`src/rtl/multicycle_controller.sv`:
```
// multicycle_controller
// Moore control FSM for a shared-ALU, shared-memory multicycle RV32I datapath.
// A single memory port is used for both instruction fetch and data access, and
// every memory state stalls on the mem_ready handshake.
//
// Build option: define MC_INSTRET_EN to build the 32-bit retired-instruction
// counter. When it is not defined, instret is tied to zero and no counter
// flops exist.
//
// Strobe outputs are decoded combinationally from the state register (plus
// mem_ready in FETCH). They are gated by rst, so an access in flight drops in
// the same cycle that reset asserts.

module multicycle_controller #(
   parameter int WIDTH_OP = 7,
   parameter int WIDTH_2  = 2,
   parameter int WIDTH_3  = 3
) (
   input  logic                clk,
   input  logic                rst,
   input  logic [WIDTH_OP-1:0] op,
   input  logic                mem_ready,
   output logic                pc_write,
   output logic                ir_write,
   output logic                adr_src,
   output logic                mem_read,
   output logic                mem_write,
   output logic                reg_write,
   output logic                branch,
   output logic [WIDTH_2-1:0]  alu_src_a,
   output logic [WIDTH_2-1:0]  alu_src_b,
   output logic [WIDTH_2-1:0]  alu_op,
   output logic [WIDTH_2-1:0]  result_src,
   output logic [WIDTH_3-1:0]  imm_src,
   output logic                illegal,
   output logic [31:0]         instret
);

   // Opcodes of the RV32I base classes handled here
   localparam logic [WIDTH_OP-1:0] OP_LOAD   = 7'b0000011;
   localparam logic [WIDTH_OP-1:0] OP_STORE  = 7'b0100011;
   localparam logic [WIDTH_OP-1:0] OP_R      = 7'b0110011;
   localparam logic [WIDTH_OP-1:0] OP_IALU   = 7'b0010011;
   localparam logic [WIDTH_OP-1:0] OP_BRANCH = 7'b1100011;
   localparam logic [WIDTH_OP-1:0] OP_JAL    = 7'b1101111;
   localparam logic [WIDTH_OP-1:0] OP_JALR   = 7'b1100111;
   localparam logic [WIDTH_OP-1:0] OP_LUI    = 7'b0110111;
   localparam logic [WIDTH_OP-1:0] OP_AUIPC  = 7'b0010111;

   // FSM state encoding
   localparam logic [3:0] S_FETCH    = 4'd0;
   localparam logic [3:0] S_DECODE   = 4'd1;
   localparam logic [3:0] S_MEMADR   = 4'd2;
   localparam logic [3:0] S_MEMREAD  = 4'd3;
   localparam logic [3:0] S_MEMWB    = 4'd4;
   localparam logic [3:0] S_MEMWRITE = 4'd5;
   localparam logic [3:0] S_EXEC_R   = 4'd6;
   localparam logic [3:0] S_EXEC_I   = 4'd7;
   localparam logic [3:0] S_ALUWB    = 4'd8;
   localparam logic [3:0] S_BRANCH   = 4'd9;
   localparam logic [3:0] S_JAL      = 4'd10;
   localparam logic [3:0] S_JALR     = 4'd11;
   localparam logic [3:0] S_LINK     = 4'd12;
   localparam logic [3:0] S_LUI      = 4'd13;
   localparam logic [3:0] S_AUIPC    = 4'd14;
   localparam logic [3:0] S_TRAP     = 4'd15;

   // ALU operand A selects
   localparam logic [WIDTH_2-1:0] A_PC     = 2'b00;
   localparam logic [WIDTH_2-1:0] A_OLDPC  = 2'b01;
   localparam logic [WIDTH_2-1:0] A_RS1    = 2'b10;
   localparam logic [WIDTH_2-1:0] A_ZERO   = 2'b11;
   // ALU operand B selects
   localparam logic [WIDTH_2-1:0] B_RS2    = 2'b00;
   localparam logic [WIDTH_2-1:0] B_IMM    = 2'b01;
   localparam logic [WIDTH_2-1:0] B_FOUR   = 2'b10;
   // ALU operation classes
   localparam logic [WIDTH_2-1:0] ALU_ADD  = 2'b00;
   localparam logic [WIDTH_2-1:0] ALU_SUB  = 2'b01;
   localparam logic [WIDTH_2-1:0] ALU_FUNC = 2'b10;
   // Result bus selects
   localparam logic [WIDTH_2-1:0] RES_ALUOUT = 2'b00;
   localparam logic [WIDTH_2-1:0] RES_RDATA  = 2'b01;
   localparam logic [WIDTH_2-1:0] RES_ALU    = 2'b10;

   // Immediate format for the extender, independent of the current state
   function automatic logic [WIDTH_3-1:0] imm_decode(input logic [WIDTH_OP-1:0] opc);
      logic [WIDTH_3-1:0] fmt;
      case (opc)
         OP_R:                      fmt = 3'b000;
         OP_LOAD, OP_IALU, OP_JALR: fmt = 3'b001;
         OP_LUI, OP_AUIPC:          fmt = 3'b010;
         OP_STORE:                  fmt = 3'b011;
         OP_BRANCH:                 fmt = 3'b100;
         OP_JAL:                    fmt = 3'b101;
         default:                   fmt = 3'b000;
      endcase
      return fmt;
   endfunction

   logic [3:0] state_q;
   logic [3:0] state_d;

   logic               pc_write_s;
   logic               ir_write_s;
   logic               mem_read_s;
   logic               mem_write_s;
   logic               reg_write_s;
   logic               branch_s;
   logic               illegal_s;
   logic               adr_src_s;
   logic [WIDTH_2-1:0] alu_src_a_s;
   logic [WIDTH_2-1:0] alu_src_b_s;
   logic [WIDTH_2-1:0] alu_op_s;
   logic [WIDTH_2-1:0] result_src_s;

   // State register, returns to FETCH on reset
   always_ff @(posedge clk or posedge rst) begin
      if (rst) begin
         state_q <= S_FETCH;
      end else begin
         state_q <= state_d;
      end
   end

   // Next-state logic; mem_ready only matters in the three memory states
   always_comb begin
      state_d = state_q;
      case (state_q)
         S_FETCH: begin
            if (mem_ready) begin
               state_d = S_DECODE;
            end else begin
               state_d = S_FETCH;
            end
         end
         S_DECODE: begin
            case (op)
               OP_LOAD, OP_STORE: state_d = S_MEMADR;
               OP_R:              state_d = S_EXEC_R;
               OP_IALU:           state_d = S_EXEC_I;
               OP_BRANCH:         state_d = S_BRANCH;
               OP_JAL:            state_d = S_JAL;
               OP_JALR:           state_d = S_JALR;
               OP_LUI:            state_d = S_LUI;
               OP_AUIPC:          state_d = S_AUIPC;
               default:           state_d = S_TRAP;
            endcase
         end
         S_MEMADR: begin
            if (op == OP_LOAD) begin
               state_d = S_MEMREAD;
            end else if (op == OP_STORE) begin
               state_d = S_MEMWRITE;
            end else begin
               state_d = S_TRAP;
            end
         end
         S_MEMREAD: begin
            if (mem_ready) begin
               state_d = S_MEMWB;
            end else begin
               state_d = S_MEMREAD;
            end
         end
         S_MEMWRITE: begin
            if (mem_ready) begin
               state_d = S_FETCH;
            end else begin
               state_d = S_MEMWRITE;
            end
         end
         S_MEMWB:  state_d = S_FETCH;
         S_EXEC_R: state_d = S_ALUWB;
         S_EXEC_I: state_d = S_ALUWB;
         S_LUI:    state_d = S_ALUWB;
         S_AUIPC:  state_d = S_ALUWB;
         S_ALUWB:  state_d = S_FETCH;
         S_BRANCH: state_d = S_FETCH;
         S_JAL:    state_d = S_ALUWB;
         S_JALR:   state_d = S_LINK;
         S_LINK:   state_d = S_ALUWB;
         S_TRAP:   state_d = S_TRAP;
         default:  state_d = S_FETCH;
      endcase
   end

   // Per-state strobe and select decode (before reset gating)
   always_comb begin
      pc_write_s   = 1'b0;
      ir_write_s   = 1'b0;
      mem_read_s   = 1'b0;
      mem_write_s  = 1'b0;
      reg_write_s  = 1'b0;
      branch_s     = 1'b0;
      illegal_s    = 1'b0;
      adr_src_s    = 1'b0;
      alu_src_a_s  = A_PC;
      alu_src_b_s  = B_RS2;
      alu_op_s     = ALU_ADD;
      result_src_s = RES_ALUOUT;
      case (state_q)
         S_FETCH: begin
            mem_read_s = 1'b1;
            if (mem_ready) begin
               // Instruction arrives: latch IR/old_pc and load PC <= PC + 4
               ir_write_s   = 1'b1;
               pc_write_s   = 1'b1;
               alu_src_a_s  = A_PC;
               alu_src_b_s  = B_FOUR;
               alu_op_s     = ALU_ADD;
               result_src_s = RES_ALU;
            end else begin
               ir_write_s = 1'b0;
               pc_write_s = 1'b0;
            end
         end
         S_DECODE: begin
            // Speculative branch/JAL target into alu_out
            alu_src_a_s = A_OLDPC;
            alu_src_b_s = B_IMM;
         end
         S_MEMADR: begin
            alu_src_a_s = A_RS1;
            alu_src_b_s = B_IMM;
         end
         S_MEMREAD: begin
            adr_src_s    = 1'b1;
            mem_read_s   = 1'b1;
            result_src_s = RES_ALUOUT;
         end
         S_MEMWB: begin
            result_src_s = RES_RDATA;
            reg_write_s  = 1'b1;
         end
         S_MEMWRITE: begin
            adr_src_s    = 1'b1;
            mem_write_s  = 1'b1;
            result_src_s = RES_ALUOUT;
         end
         S_EXEC_R: begin
            alu_src_a_s = A_RS1;
            alu_src_b_s = B_RS2;
            alu_op_s    = ALU_FUNC;
         end
         S_EXEC_I: begin
            alu_src_a_s = A_RS1;
            alu_src_b_s = B_IMM;
            alu_op_s    = ALU_FUNC;
         end
         S_LUI: begin
            alu_src_a_s = A_ZERO;
            alu_src_b_s = B_IMM;
         end
         S_AUIPC: begin
            alu_src_a_s = A_OLDPC;
            alu_src_b_s = B_IMM;
         end
         S_ALUWB: begin
            result_src_s = RES_ALUOUT;
            reg_write_s  = 1'b1;
         end
         S_BRANCH: begin
            // Compare rs1/rs2; the datapath qualifies branch with ALU zero
            alu_src_a_s  = A_RS1;
            alu_src_b_s  = B_RS2;
            alu_op_s     = ALU_SUB;
            result_src_s = RES_ALUOUT;
            branch_s     = 1'b1;
         end
         S_JAL: begin
            // PC <= target held in alu_out; ALU forms the link old_pc + 4
            pc_write_s   = 1'b1;
            result_src_s = RES_ALUOUT;
            alu_src_a_s  = A_OLDPC;
            alu_src_b_s  = B_FOUR;
         end
         S_JALR: begin
            // PC <= rs1 + imm straight from the ALU
            alu_src_a_s  = A_RS1;
            alu_src_b_s  = B_IMM;
            result_src_s = RES_ALU;
            pc_write_s   = 1'b1;
         end
         S_LINK: begin
            alu_src_a_s = A_OLDPC;
            alu_src_b_s = B_FOUR;
         end
         S_TRAP: begin
            illegal_s = 1'b1;
         end
         default: begin
            illegal_s = 1'b0;
         end
      endcase
   end

   // Strobes drop asynchronously while reset is held
   assign pc_write   = pc_write_s  & ~rst;
   assign ir_write   = ir_write_s  & ~rst;
   assign mem_read   = mem_read_s  & ~rst;
   assign mem_write  = mem_write_s & ~rst;
   assign reg_write  = reg_write_s & ~rst;
   assign branch     = branch_s    & ~rst;
   assign illegal    = illegal_s   & ~rst;
   assign adr_src    = adr_src_s;
   assign alu_src_a  = alu_src_a_s;
   assign alu_src_b  = alu_src_b_s;
   assign alu_op     = alu_op_s;
   assign result_src = result_src_s;
   assign imm_src    = imm_decode(op);

`ifdef MC_INSTRET_EN
   logic [31:0] instret_q;
   logic [31:0] instret_d;
   logic        retire_s;

   // An instruction retires when its final state hands back to FETCH
   always_comb begin
      retire_s = 1'b0;
      case (state_q)
         S_MEMWB, S_ALUWB, S_BRANCH: retire_s = 1'b1;
         S_MEMWRITE:                 retire_s = mem_ready;
         default:                    retire_s = 1'b0;
      endcase
      if (retire_s) begin
         instret_d = instret_q + 32'd1;
      end else begin
         instret_d = instret_q;
      end
   end

   // Retired-instruction counter, wraps naturally at 2^32
   always_ff @(posedge clk or posedge rst) begin
      if (rst) begin
         instret_q <= 32'd0;
      end else begin
         instret_q <= instret_d;
      end
   end

   assign instret = instret_q;
`else
   assign instret = 32'd0;
`endif

endmodule

```
`config.mk`:
```
export PLATFORM = sky130hd
export DESIGN_NAME = multicycle_controller
export DESIGN_NICKNAME = d
export VERILOG_FILES = /design/src/rtl/multicycle_controller.sv
export SDC_FILE = /design/constraint.sdc
export NUM_CORES = 1
export LEC_CHECK = 0
export ABC_CLOCK_PERIOD_IN_PS = 2300
export BUFFER_PORTS_ARGS = -buffer_cell sky130_fd_sc_hd__buf_2
export CORE_MARGIN = 2
export CORE_UTILIZATION = 45
export DETAILED_ROUTE_END_ITERATION = 10
export PLACE_DENSITY = 0.86
export REMOVE_ABC_BUFFERS = 1
export SLEW_MARGIN = 20
export SYNTH_ARGS = -nofsm -noshare
export SYNTH_HDL_FRONTEND = slang
export SYNTH_SLANG_ARGS = --single-unit
```
`constraint.sdc`:
```
create_clock -name clk -period 2.3 [get_ports clk]
set_input_delay 0.575 -clock clk [delete_from_list [all_inputs] [get_ports clk]]
set_output_delay 0.575 -clock clk [all_outputs]
set_load 0.01 [all_outputs]
```
# Word level (Yosys, flattened, before mapping)
# Cells that the tools add are included.
[totals]
ff_bits = 4
wordCells = 70
inputBits = 10
out_inout_bits = 51
[classes]
n_eq_ne = 24
mux = 22
n_reduce_logical = 15
bitwise_logic = 8
[ops]
columns = ["op", "count"]
rows = [
  ["$pmux 4 s9", 1],
  ["$eq 4x4->1 const B", 8],
  ["$pmux 4 s8", 1],
  ["$eq 7x6->1 const B", 3],
  ["$eq 7x7->1 const B", 3],
  ["$pmux 2 s3", 3],
  ["$eq 4x3->1 const B", 4],
  ["$reduce_or 2->1", 8],
  ["$pmux 3 s5", 1],
  ["$eq 7x5->1 const B", 2],
  ["$reduce_or 6->1", 2],
  ["$mux 1", 9],
  ["$eq 4x2->1 const B", 2],
  ["$mux 4", 2],
  ["$and 1x1->1", 7],
  ["$eq 7x2->1 const B", 1],
  ["$mux 3", 2],
  ["$reduce_or 3->1", 2],
  ["$reduce_or 5->1", 1],
  ["$eq 4x1->1 const B", 1],
  ["$logic_not 4->1", 1],
  ["$pmux 2 s2", 1],
  ["$reduce_or 4->1", 1],
  ["$mux 2", 1],
  ["2 further kinds", 2],
]

# Depth between registers and ports, before layout
[depth]
word_depth = 4
ltp_mapped = 5
ltp_nobuf = 4

# Worst setup path after synthesis
# No wires, ideal clock.
[synth_path]
path_kind = "input -> output"
startpoint = "input port op[4]"
endpoint = "output port imm_src[1]"
required_time_ns = 1.725
arrival_time_ns = 1.364
slack_ns = 0.361
path_stages = 5
n_path_buf = 1
cell_sequence = "buf_2 -> nand2b_1 -> nor2_1 -> a21oi_1 -> nor4_1"
[synth_between]
elab_chain_cells = 3
elab_cells_between_ends = 11
cone_classes = "8 x eq/ne; 1 x mux; 2 x reduce/logical"
[synth_lines]
columns = ["element", "line_no", "text"]
rows = [
  ["start, declared", "21", "input logic [WIDTH_OP-1:0] op,"],
  ["$eq 7x2->1 (tied with other cells)", "89", "case (opc)"],
  ["$reduce_or 3->1 or $reduce_or 2->1 (tied branches)", "89", ""],
  ["$pmux 3 s5 *", "89", ""],
  ["end, declared", "34", "output logic [WIDTH_3-1:0] imm_src,"],
]
# Mark *: on every way between the ends. The rest lies on a longest branch, timed or not.

# Worst setup path in the final report
[layout_path]
startpoint = "register state_q[0]"
endpoint = "output port mem_read"
[layout_between]
elab_chain_cells = 4
elab_cells_between_ends = 5
cone_classes = "1 x eq/ne; 1 x mux; 1 x bitwise; 2 x reduce/logical"
[layout_lines]
columns = ["element", "line_no", "text"]
rows = [
  ["start, declared", "101", "logic [3:0] state_q;"],
  ["start signal, assigned", "122", "state_q <= state_d;"],
  ["$eq 4x2->1 or $logic_not 4->1 (tied branches)", "202", "case (state_q)"],
  ["$reduce_or 2->1 (no source line) *", "-", ""],
  ["$mux 1 *", "202", ""],
  ["$and 1x1->1 *", "301", "assign mem_read = mem_read_s & ~rst;"],
  ["end, declared", "26", "output logic mem_read,"],
]
# Marked as above.

==> impl_metrics.csv <==
group,metric,value,unit
run_status,status,"finished clean",
sta,min_period,2.12,ns
route,num_vias,888,
floorplanning,dieArea,2360,sq um
floorplanning,rows,16,
clock_tree,clock_sinks,4,
sta,finalCritPeriodShare,0.922,
yosys,netlist_area,893,sq um
route,vias_per_cell,4.88,
clock_tree,cts_made_buffers,3,
route,wl_per_cell,9.75,um
route,dr_wl_met3,143,um
route,drt_pass1_iterations,4,
layout,top_register,"state_q",
yosys,synthAdderAreaFrac,0,
sta,whs,0.280,ns
route,drtIter0Drc,14,
critical_path,critPathKind,"reg2out",
yosys,synth-compound-area-share,0.203,
clock_tree,cts_root_buffer,"clkbuf_4",
place,port_buffers,28,
floorplanning,die_h,48.6,um
yosys,ys_warn_count,0,
grt,grtUsageTotal,0.150,
yosys,synth_top_cell_by_area,"buf_4",
sta,finalMaxSlewViolations,0,
clock_tree,clockBufferDepth,2,
layout,finalNonFillerCells,182,
place,dp.cells,179,
grt,grt_pass1_wl,2930,um
floorplanning,initial_core_util,0.465,
critical_path,ff2ff_setup_slack,0.93,ns
yosys,synth-simple-area-share,0.315,
place,pre_cts_slack,0.266,ns
layout,layout-drive-gt1-share,0.265,
sta,worst_clock_skew,0.00202,ns
critical_path,worstSetupEndpointType,"output pin",
clock_tree,cts_tree,"yes",
sta,setup-violations-final,0,
yosys,synth_top_family_by_area,"buffers and inverters",
pwr,powerDensity,933,nW/um^2
floorplanning,design.core.area,1920,sq um
route,ant_nets,0,
yosys,syn_inst,131,
grt,grt_pass1_vias,690,
pwr,max-vdd-ir-drop,477,uV
floorplanning,die_x,48.6,um
layout,finish.utilization,0.490,
layout,area_growth,5.32,%
yosys,synth_area_per_cell,6.82,sq um
critical_path,cp.required,1.73,ns
yosys,synth_edf_count,0,
yosys,synth-seq-cells,4,
yosys,synth_xor_area_frac,0.0294,
route,wl,1770,um
layout,largest_register_ffs,4,
pwr,seqPwrFrac,0.235,
sta,fin_ws,0.180,ns
pwr,power_leakage,0.460,nW
flow_run,max_cap_viol_count,0,
sta,setup_tns,0,ns
pwr,sw_frac_of_total,0.541,
clock_tree,cts_resized,0,
yosys,synth_top_cell_area_share,0.277,
place,dp_hpwl,1390,um
sta,rsz0062_at_grt,"false",
yosys,synth_mux_area_frac,0,
grt,grt_max_degree,17,
pwr,p_switching,0.475,mW
layout,antennaDiodeCount,0,
route,met1_length,791,um
pwr,power_frac_comb,0.667,
min_path,hold_class,"in2async",
route,wl_met2,840,um
yosys,synthTopCellsByArea,"buf_4, dfrtp_1, nor2_1, nand3_1, nor2b_1",
yosys,synth_flop_cell,"dfrtp_1",
yosys,synth_cell_types,35,
place,routabilityCongestion,0.831,
pwr,clkPwrFrac,0.099,
route,drc,0,
critical_path,cp.arrival,1.54,ns
yosys,synthArstFlopShare,1.00,
yosys,synth-seq-area-share,0.112,
grt,overflow,0,
clock_tree,hold_buffers,0,
route,top_layer,"met3",
pwr,intPower,0.403,mW
clock_tree,cts_setup_buffers,0,
floorplanning,ios,61,
sta,hold_viol,0,
clock_tree,cts.clk_slew.worst_paths,0.04,ns
critical_path,cp-start-kind,"flip-flop",
layout,reg_top3,"state_q: 4 flops",
critical_path,cp_max_fo,14,
clock_tree,clk_latency,0.23,ns
clock_tree,cts.htree.levels,1,
grt,grt_antenna_before_repair,0,
sta,max_freq,472,MHz
layout,final_net_count,167,
==> final cells by class <==
class	instances	area, sq um
sequential	4	103
clock buffer	3	22.5
tap	27	33.8
timing repair buffer	30	155
inverter	4	15.0
fill	213	981
multi-input combinational	114	612
==> through the flow <==
step	power, mW	area [sq um]
after floorplan	0.577	724
after global placement	0.772	913
after detailed placement	0.782	913
after CTS	0.873	936
after global routing	0.963	941
final	0.877	941
==> logic make-up (layout without fill, tap and decap cells) <==
family / after synthesis / count (layout)
buf+inv: 44 / 37
other cells: 1 / 32
compound gates: 28 / 28
xor+xnor: 3 / 3
simple gates: 51 / 51
flops: 4 / 4
==> power by group through the flow <==
stage                     clock network (mW)  registers [mW]  logic [mW]
after global placement                     0           0.194       0.578
final                                 0.0866           0.206       0.585
after CTS                             0.0898           0.197       0.585
after detailed placement                   0           0.198       0.584
after floorplan                            0           0.188       0.389
after global routing                  0.0972           0.214       0.653
==> routing by layer <==
metal | track usage | vias up
li1 | - | 450
met1 | 0.175 | 396
met2 | 0.271 | 42
met3 | 0.0370 | 0
met4 | 0.0429 | 0
met5 | 0 | -
==> cells in the final DEF (no fill, tap or decap), drive strengths merged, types with 2 or more instances in the layout <==
master and n:
a211oi 2, a21oi 5, and2 2, buf 30
clkbuf 3, conb 32, dfrtp 4, inv 4
nand2 7, nand2b 4, nand3 7, nor2 10
nor2b 5, nor3 8, nor4 3, nor4b 2
o211ai 3, o21ai 9, o311ai 3, xnor2 2
==> final timing paths <==
check / startpoint / to / cells after the start
worst max-delay path: state_q[0]$_DFF_PP0_ / mem_read / 4
worst min-delay path: rst / state_q[1]$_DFF_PP0_ / 2
worst max register to register: state_q[0]$_DFF_PP0_ / state_q[1]$_DFF_PP0_ / 4
worst min register to register: state_q[1]$_DFF_PP0_ / state_q[0]$_DFF_PP0_ / 2
max in group asynchronous: rst / state_q[3]$_DFF_PP0_ / 2
min in group clk: state_q[1]$_DFF_PP0_ / state_q[0]$_DFF_PP0_ / 2
==> critical path: stages, from the launching register on <==
cell and delay [ns]:
dfrtp_1 0.53, inv_2 0.18, nor2_1 0.10, nor4_1 0.31
buf_2 0.19
==> synth_stat cells (3+ instances only) <==
cell and number:
o211ai_1 3, nor3_1 6, o311ai_1 3, o21ai_1 3, a21oi_1 5, o21ai_0 6, dfrtp_1 4, buf_2 3
nor4_1 3, buf_4 33, nand3_1 7, clkbuf_1 3, nor2b_1 5, nand2_1 7, nand2b_1 4, nor2_1 10
No activity file was read; power rests on OpenSTA's default activity.
